==> src/rtl/password_entry_controller.sv <==
// Six-digit keypad lock sequencer: digit entry, compare, timed fail/lockout/unlock
// dwell, and password change while open. All outputs come straight from registers.
module password_entry_controller #(
  parameter logic [23:0] DEFAULT_PW    = 24'h123456,
  parameter int          MAX_FAIL      = 3,
  parameter int          FAIL_CYCLES   = 50,
  parameter int          LOCK_CYCLES   = 1000,
  parameter int          UNLOCK_CYCLES = 500
) (
  input  logic       i_clk,
  input  logic       i_reset,
  input  logic       i_key_valid,
  input  logic [3:0] i_key_digit,
  input  logic       i_key_back,
  input  logic       i_key_clear,
  input  logic       i_set_req,
  output logic [2:0] o_count,
  output logic       o_unlocked,
  output logic       o_fail,
  output logic       o_locked_out,
  output logic       o_set_mode,
  output logic [2:0] o_state
);

  typedef enum logic [2:0] {
    S_ENTRY    = 3'd0,
    S_CHECK    = 3'd1,
    S_FAIL     = 3'd2,
    S_LOCKOUT  = 3'd3,
    S_UNLOCKED = 3'd4,
    S_SET      = 3'd5
  } state_t;

  localparam int MAX_A = (FAIL_CYCLES > LOCK_CYCLES) ? FAIL_CYCLES : LOCK_CYCLES;
  localparam int MAX_C = (MAX_A > UNLOCK_CYCLES) ? MAX_A : UNLOCK_CYCLES;
  localparam int TW    = $clog2(MAX_C + 1);

  state_t        r_state;
  logic [2:0]    r_count;
  logic [23:0]   r_buf;
  logic [23:0]   r_pw;
  logic [2:0]    r_fail_cnt;
  logic [TW-1:0] r_timer;
  logic          r_unlocked;
  logic          r_fail;
  logic          r_locked_out;
  logic          r_set_mode;

  logic w_clear;
  logic w_back;
  logic w_digit;
  logic w_last;
  logic w_match;
  logic w_lock_hit;
  logic w_timer_zero;
  logic w_keys_live;

  // Only the highest-priority strobe acts: clear > back > digit.
  assign w_keys_live  = (r_state == S_ENTRY) || (r_state == S_SET);
  assign w_clear      = i_key_clear;
  assign w_back       = !i_key_clear && i_key_back;
  assign w_digit      = !i_key_clear && !i_key_back && i_key_valid &&
                        (i_key_digit <= 4'd9) && (r_count < 3'd6);
  assign w_last       = w_digit && (r_count == 3'd5);
  assign w_match      = (r_buf == r_pw);
  assign w_lock_hit   = (({1'b0, r_fail_cnt} + 4'd1) == 4'(MAX_FAIL));
  assign w_timer_zero = (r_timer == '0);

  always_ff @(posedge i_clk or posedge i_reset) begin
    if (i_reset) begin
      r_state      <= S_ENTRY;
      r_count      <= 3'd0;
      r_buf        <= 24'd0;
      r_pw         <= DEFAULT_PW;
      r_fail_cnt   <= 3'd0;
      r_timer      <= '0;
      r_unlocked   <= 1'b0;
      r_fail       <= 1'b0;
      r_locked_out <= 1'b0;
      r_set_mode   <= 1'b0;
    end else begin
      // Slot k holds the k-th digit entered, first digit in the top nibble.
      if (w_keys_live && w_digit) begin
        for (int i = 0; i < 6; i++) begin
          if (r_count == 3'(i)) r_buf[23-4*i -: 4] <= i_key_digit;
        end
      end

      case (r_state)
        S_ENTRY: begin
          if (w_clear)                          r_count <= 3'd0;
          else if (w_back && r_count != 3'd0)   r_count <= r_count - 3'd1;
          else if (w_digit)                     r_count <= r_count + 3'd1;
          if (w_last) r_state <= S_CHECK;
        end

        S_CHECK: begin
          if (w_match) begin
            r_fail_cnt <= 3'd0;
            r_state    <= S_UNLOCKED;
            r_unlocked <= 1'b1;
            r_timer    <= TW'(UNLOCK_CYCLES - 1);
          end else if (w_lock_hit) begin
            r_fail_cnt   <= 3'd0;
            r_count      <= 3'd0;
            r_state      <= S_LOCKOUT;
            r_locked_out <= 1'b1;
            r_timer      <= TW'(LOCK_CYCLES - 1);
          end else begin
            r_fail_cnt <= r_fail_cnt + 3'd1;
            r_count    <= 3'd0;
            r_state    <= S_FAIL;
            r_fail     <= 1'b1;
            r_timer    <= TW'(FAIL_CYCLES - 1);
          end
        end

        S_FAIL: begin
          if (w_timer_zero) begin
            r_state <= S_ENTRY;
            r_fail  <= 1'b0;
          end else begin
            r_timer <= r_timer - 1'b1;
          end
        end

        S_LOCKOUT: begin
          if (w_timer_zero) begin
            r_state      <= S_ENTRY;
            r_locked_out <= 1'b0;
          end else begin
            r_timer <= r_timer - 1'b1;
          end
        end

        S_UNLOCKED: begin
          if (i_key_clear || w_timer_zero) begin
            r_state    <= S_ENTRY;
            r_count    <= 3'd0;
            r_unlocked <= 1'b0;
          end else if (i_set_req) begin
            r_state    <= S_SET;
            r_count    <= 3'd0;
            r_unlocked <= 1'b0;
            r_set_mode <= 1'b1;
          end else begin
            r_timer <= r_timer - 1'b1;
          end
        end

        S_SET: begin
          if (w_clear) begin
            r_count <= 3'd0;
            // A clear on an empty entry abandons the change.
            if (r_count == 3'd0) begin
              r_state    <= S_ENTRY;
              r_set_mode <= 1'b0;
            end
          end else if (w_back) begin
            if (r_count != 3'd0) r_count <= r_count - 3'd1;
          end else if (w_last) begin
            r_pw       <= {r_buf[23:4], i_key_digit};
            r_count    <= 3'd0;
            r_state    <= S_ENTRY;
            r_set_mode <= 1'b0;
          end else if (w_digit) begin
            r_count <= r_count + 3'd1;
          end
        end

        default: begin
          r_state      <= S_ENTRY;
          r_count      <= 3'd0;
          r_unlocked   <= 1'b0;
          r_fail       <= 1'b0;
          r_locked_out <= 1'b0;
          r_set_mode   <= 1'b0;
        end
      endcase
    end
  end

  assign o_count      = r_count;
  assign o_unlocked   = r_unlocked;
  assign o_fail       = r_fail;
  assign o_locked_out = r_locked_out;
  assign o_set_mode   = r_set_mode;
  assign o_state      = r_state;

endmodule

==> config.mk <==
export PLATFORM = sky130hd
export DESIGN_NAME = password_entry_controller
export DESIGN_NICKNAME = d
export VERILOG_FILES = /design/src/rtl/password_entry_controller.sv
export SDC_FILE = /design/constraint.sdc
export NUM_CORES = 1
export LEC_CHECK = 0
export CORE_MARGIN = 5
export CORE_UTILIZATION = 60
export DETAILED_ROUTE_END_ITERATION = 16
export PLACE_DENSITY = 0.81
export SYNTH_ARGS = -nofsm -noshare
export SYNTH_HDL_FRONTEND = slang
export SYNTH_SLANG_ARGS = --single-unit
==> constraint.sdc <==
create_clock -name i_clk -period 2.9 [get_ports i_clk]
set_input_delay 0.58 -clock i_clk [delete_from_list [all_inputs] [get_ports i_clk]]
set_output_delay 0.58 -clock i_clk [all_outputs]
set_load 0.005 [all_outputs]
==> results_dict.tcl <==
set metrics [dict create \
    synth_enable_flop_cells 0 \
    pre_cts_slack_ns 0.146 \
    die_area_um2 8140 \
    min_path_type "register to register" \
    cp.required_ns 3.14 \
    swShare_pct 34.5 \
    yosys.area.top_type "dfrtp_1" \
    cts_made_buffers 9 \
    power_frac_seq_pct 42.5 \
    seq_area_frac_synth_pct 46.3 \
    die_w_um 90.2 \
    synth.cell_area_um2 3860 \
    routedWlPerCell_um 18.2 \
    final_nets 388 \
    worst_slew_pin_slew_ns 0.553 \
    slew_viol_final 0 \
    p_int_mw 2.08 \
    drt_iter0_drc 107 \
    p_per_area_nw_per_um2 722 \
    cts-root-buf "clkbuf_8" \
    num_antenna_cells 0 \
    instances_no_fill 450 \
    grt_pass1_wl_um 14100 \
    fill_cells 463 \
    hold_path_depth 1 \
    hold_violations 0 \
    grt_max_degree 40 \
    htree_levels 3 \
    multiInputGateArea_um2 1950 \
    synthTopCellsByArea "dfrtp_1, mux2_2, mux2_4" \
    first_pass_iters 4 \
    initial_core_util_pct 61.1 \
    grt.total_usage_pct 21.5 \
    layout_common_cells "dfrtp_1, mux2_2, xor2_1, nand2_1, mux2_4" \
    maxCapViolations 0 \
    cts-resized-gates 0 \
    synth_cell_types 61 \
    cts_sinks 71 \
    status "finished clean" \
    cts_setup_buffers 0 \
    rows 29 \
    antenna_found_initial 0 \
    setup_ws_ns 0.448 \
    die_h_um 90.2 \
    numPortBuffers 19 \
    grt-ovfl-total 0 \
    io_pins 20 \
    cp.depth 7 \
    start_kind "register" \
    area_growth_pct 14.0 \
    fmax_mhz 408 \
    crit_path_cell_trace "inv_1 > ha_1 > nor4b_1 > and3_1 > o2bb2ai_2 > nor2_1 > a311o_1" \
    clk_path_buf_depth 2 \
    power_frac_comb_pct 29.2 \
    via_count 2762 \
    yosysWarnings 0 \
    slew_headroom_pct 62.9 \
    grt_pass1_vias 2824 \
    cts_hold_buf 0 \
    cp_slowest_stage_delay_ns 0.43 \
    worstSkewPairLatency_ns 0.36 \
    wl_um 8190 \
    place_congestion 0.934 \
    period_needed_ns 2.45 \
    cts_tree "done" \
    switching_power_mw 1.10 \
    p_leak_nw 2.18 \
    skew_ns 0.00791 \
    ys.flop_type "dfrtp_1" \
    arrival_ns 2.69 \
    critical-path-slowest-cell "dfrtp_1" \
    p_total_mw 3.18 \
    critPathBufInv 1 \
    ant_nets 0 \
    ys_ff_latch 71 \
    clk_pin_slew_ns 0.08 \
    post-route-util_pct 69.7 \
    syn_area_per_cell_um2 11.4 \
    final_common_cell "dfrtp_1" \
    reg2reg_depth 7 \
    core_area_um2 6310 \
    setup-violations-final 0 \
    rsz0062_at_grt "no" \
    netlist_instances 338 \
    endpoint_kind "register" \
    drc 0 \
    register_area_um2 1790 \
    via_per_inst 6.14 \
    irDropWorstVdd_uv 558 \
    syn_nets 358 \
    placed_cells 434 \
    crit_fanout 14 \
    critPathKind "register to register" \
    dp_hpwl_um 5900 \
    setup_tns_ns 0 \
    crit_family "simple AND/OR/NAND/NOR gates" \
    finalCritPeriodShare_pct 84.6 \
    synth_top_area_share_pct 40.2 \
    drive_above_1_share_pct 26.3 \
    power_frac_clock_pct 28.3 \
    postSynth.asyncResetShare_pct 100 \
]
-- Yosys cell counts (3+ instances only) --
library cell / n
o211ai_1: 3
nor3_1: 8
inv_1: 13
buf_6: 3
o22ai_1: 4
buf_2: 5
nor2_1: 17
ha_1: 10
a21o_1: 3
nand3b_1: 4
o21a_1: 3
o31ai_1: 3
dfstp_2: 9
o21ai_0: 15
dfrtp_1: 62
nand2_1: 20
and3_1: 4
nand3_1: 7
clkbuf_1: 3
nor2b_1: 4
a211oi_1: 3
xor2_1: 25
a21oi_1: 9
mux2_2: 29
nor4_1: 11
mux2_4: 20
-- final timing paths --
check	startpoint	to	slack [ns]
max reg2reg	r_timer[0]$_DFFE_PP0P_	r_timer[4]$_DFFE_PP0P_	0.45
max in group asynchronous	i_reset	r_pw[2]$_DFFE_PP1P_	1.74
min in group asynchronous	i_reset	r_pw[15]$_DFFE_PP0P_	0.52
min	r_timer[9]$_DFFE_PP0P_	r_timer[9]$_DFFE_PP0P_	0.49
min reg2reg	r_timer[9]$_DFFE_PP0P_	r_timer[9]$_DFFE_PP0P_	0.49
max	r_timer[0]$_DFFE_PP0P_	r_timer[4]$_DFFE_PP0P_	0.45
-- registers in the layout, summed over array words and instances, names as in the netlist, 3 cells and up --
| name | count |
|---|---|
| o_state | 3 |
| r_fail_cnt | 3 |
| o_count | 3 |
| r_pw | 24 |
| r_buf | 24 |
| r_timer | 10 |
-- power by group through the flow --
stage	Sequential, mW	Clock, mW	Combinational (mW)
after floorplan	1.31	0	0.677
after global placement	1.35	0	0.903
after detailed placement	1.36	0	0.924
after CTS	1.35	0.915	0.929
after global routing	1.38	0.961	1.03
final	1.35	0.900	0.926
-- routing by layer --
metal / up-vias / wire length, um / GRT usage (%)
met5: - / 0 / 0
met4: 0 / 93 / 6.45
met3: 8 / 300 / 5.93
met2: 74 / 4000 / 34.1
met1: 1395 / 3790 / 28.9
li1: 1285 / - / -
-- area by class of cell --
type	instances	area share, %
inverters	14	1.19
clock inverters	7	2.36
clock buffers	9	2.82
well taps	77	2.19
flip-flops and latches	71	40.7
repair buffers	30	6.49
multi-input cells	242	44.3
-- worst register-to-register path: cells and delay by family, from the launching register on --
| family | cells | cell delay, ns |
|---|---|---|
| compound gates | 2 | 0.74 |
| fa+ha+maj | 1 | 0.15 |
| buf+inv | 1 | 0.12 |
| flops | 1 | 0.43 |
| simple gates | 3 | 0.89 |
-- kinds of logic after synthesis --
group	synth area share (%)
AOI/OAI and AO/OA	11.2
muxes	16.5
buffers and inverters	3.18
adders and majority gates	3.24
xor gates and xnor gates	5.90
DFF	46.3
and+or+nand+nor	13.7
-- through the flow --
| step | instance area (um^2) | hold slack (ns) |
|---|---|---|
| 3_5_place_dp | 4170 | 0.476 |
| 6_report | 4400 | 0.488 |
| 3_3_place_gp | 4170 | 0.465 |
| 4_1_cts | 4400 | 0.487 |
| 5_1_grt | 4400 | 0.514 |
| 2_1_floorplan | 3860 | 0.448 |
Note: power is estimated with default switching activity, not from simulation.
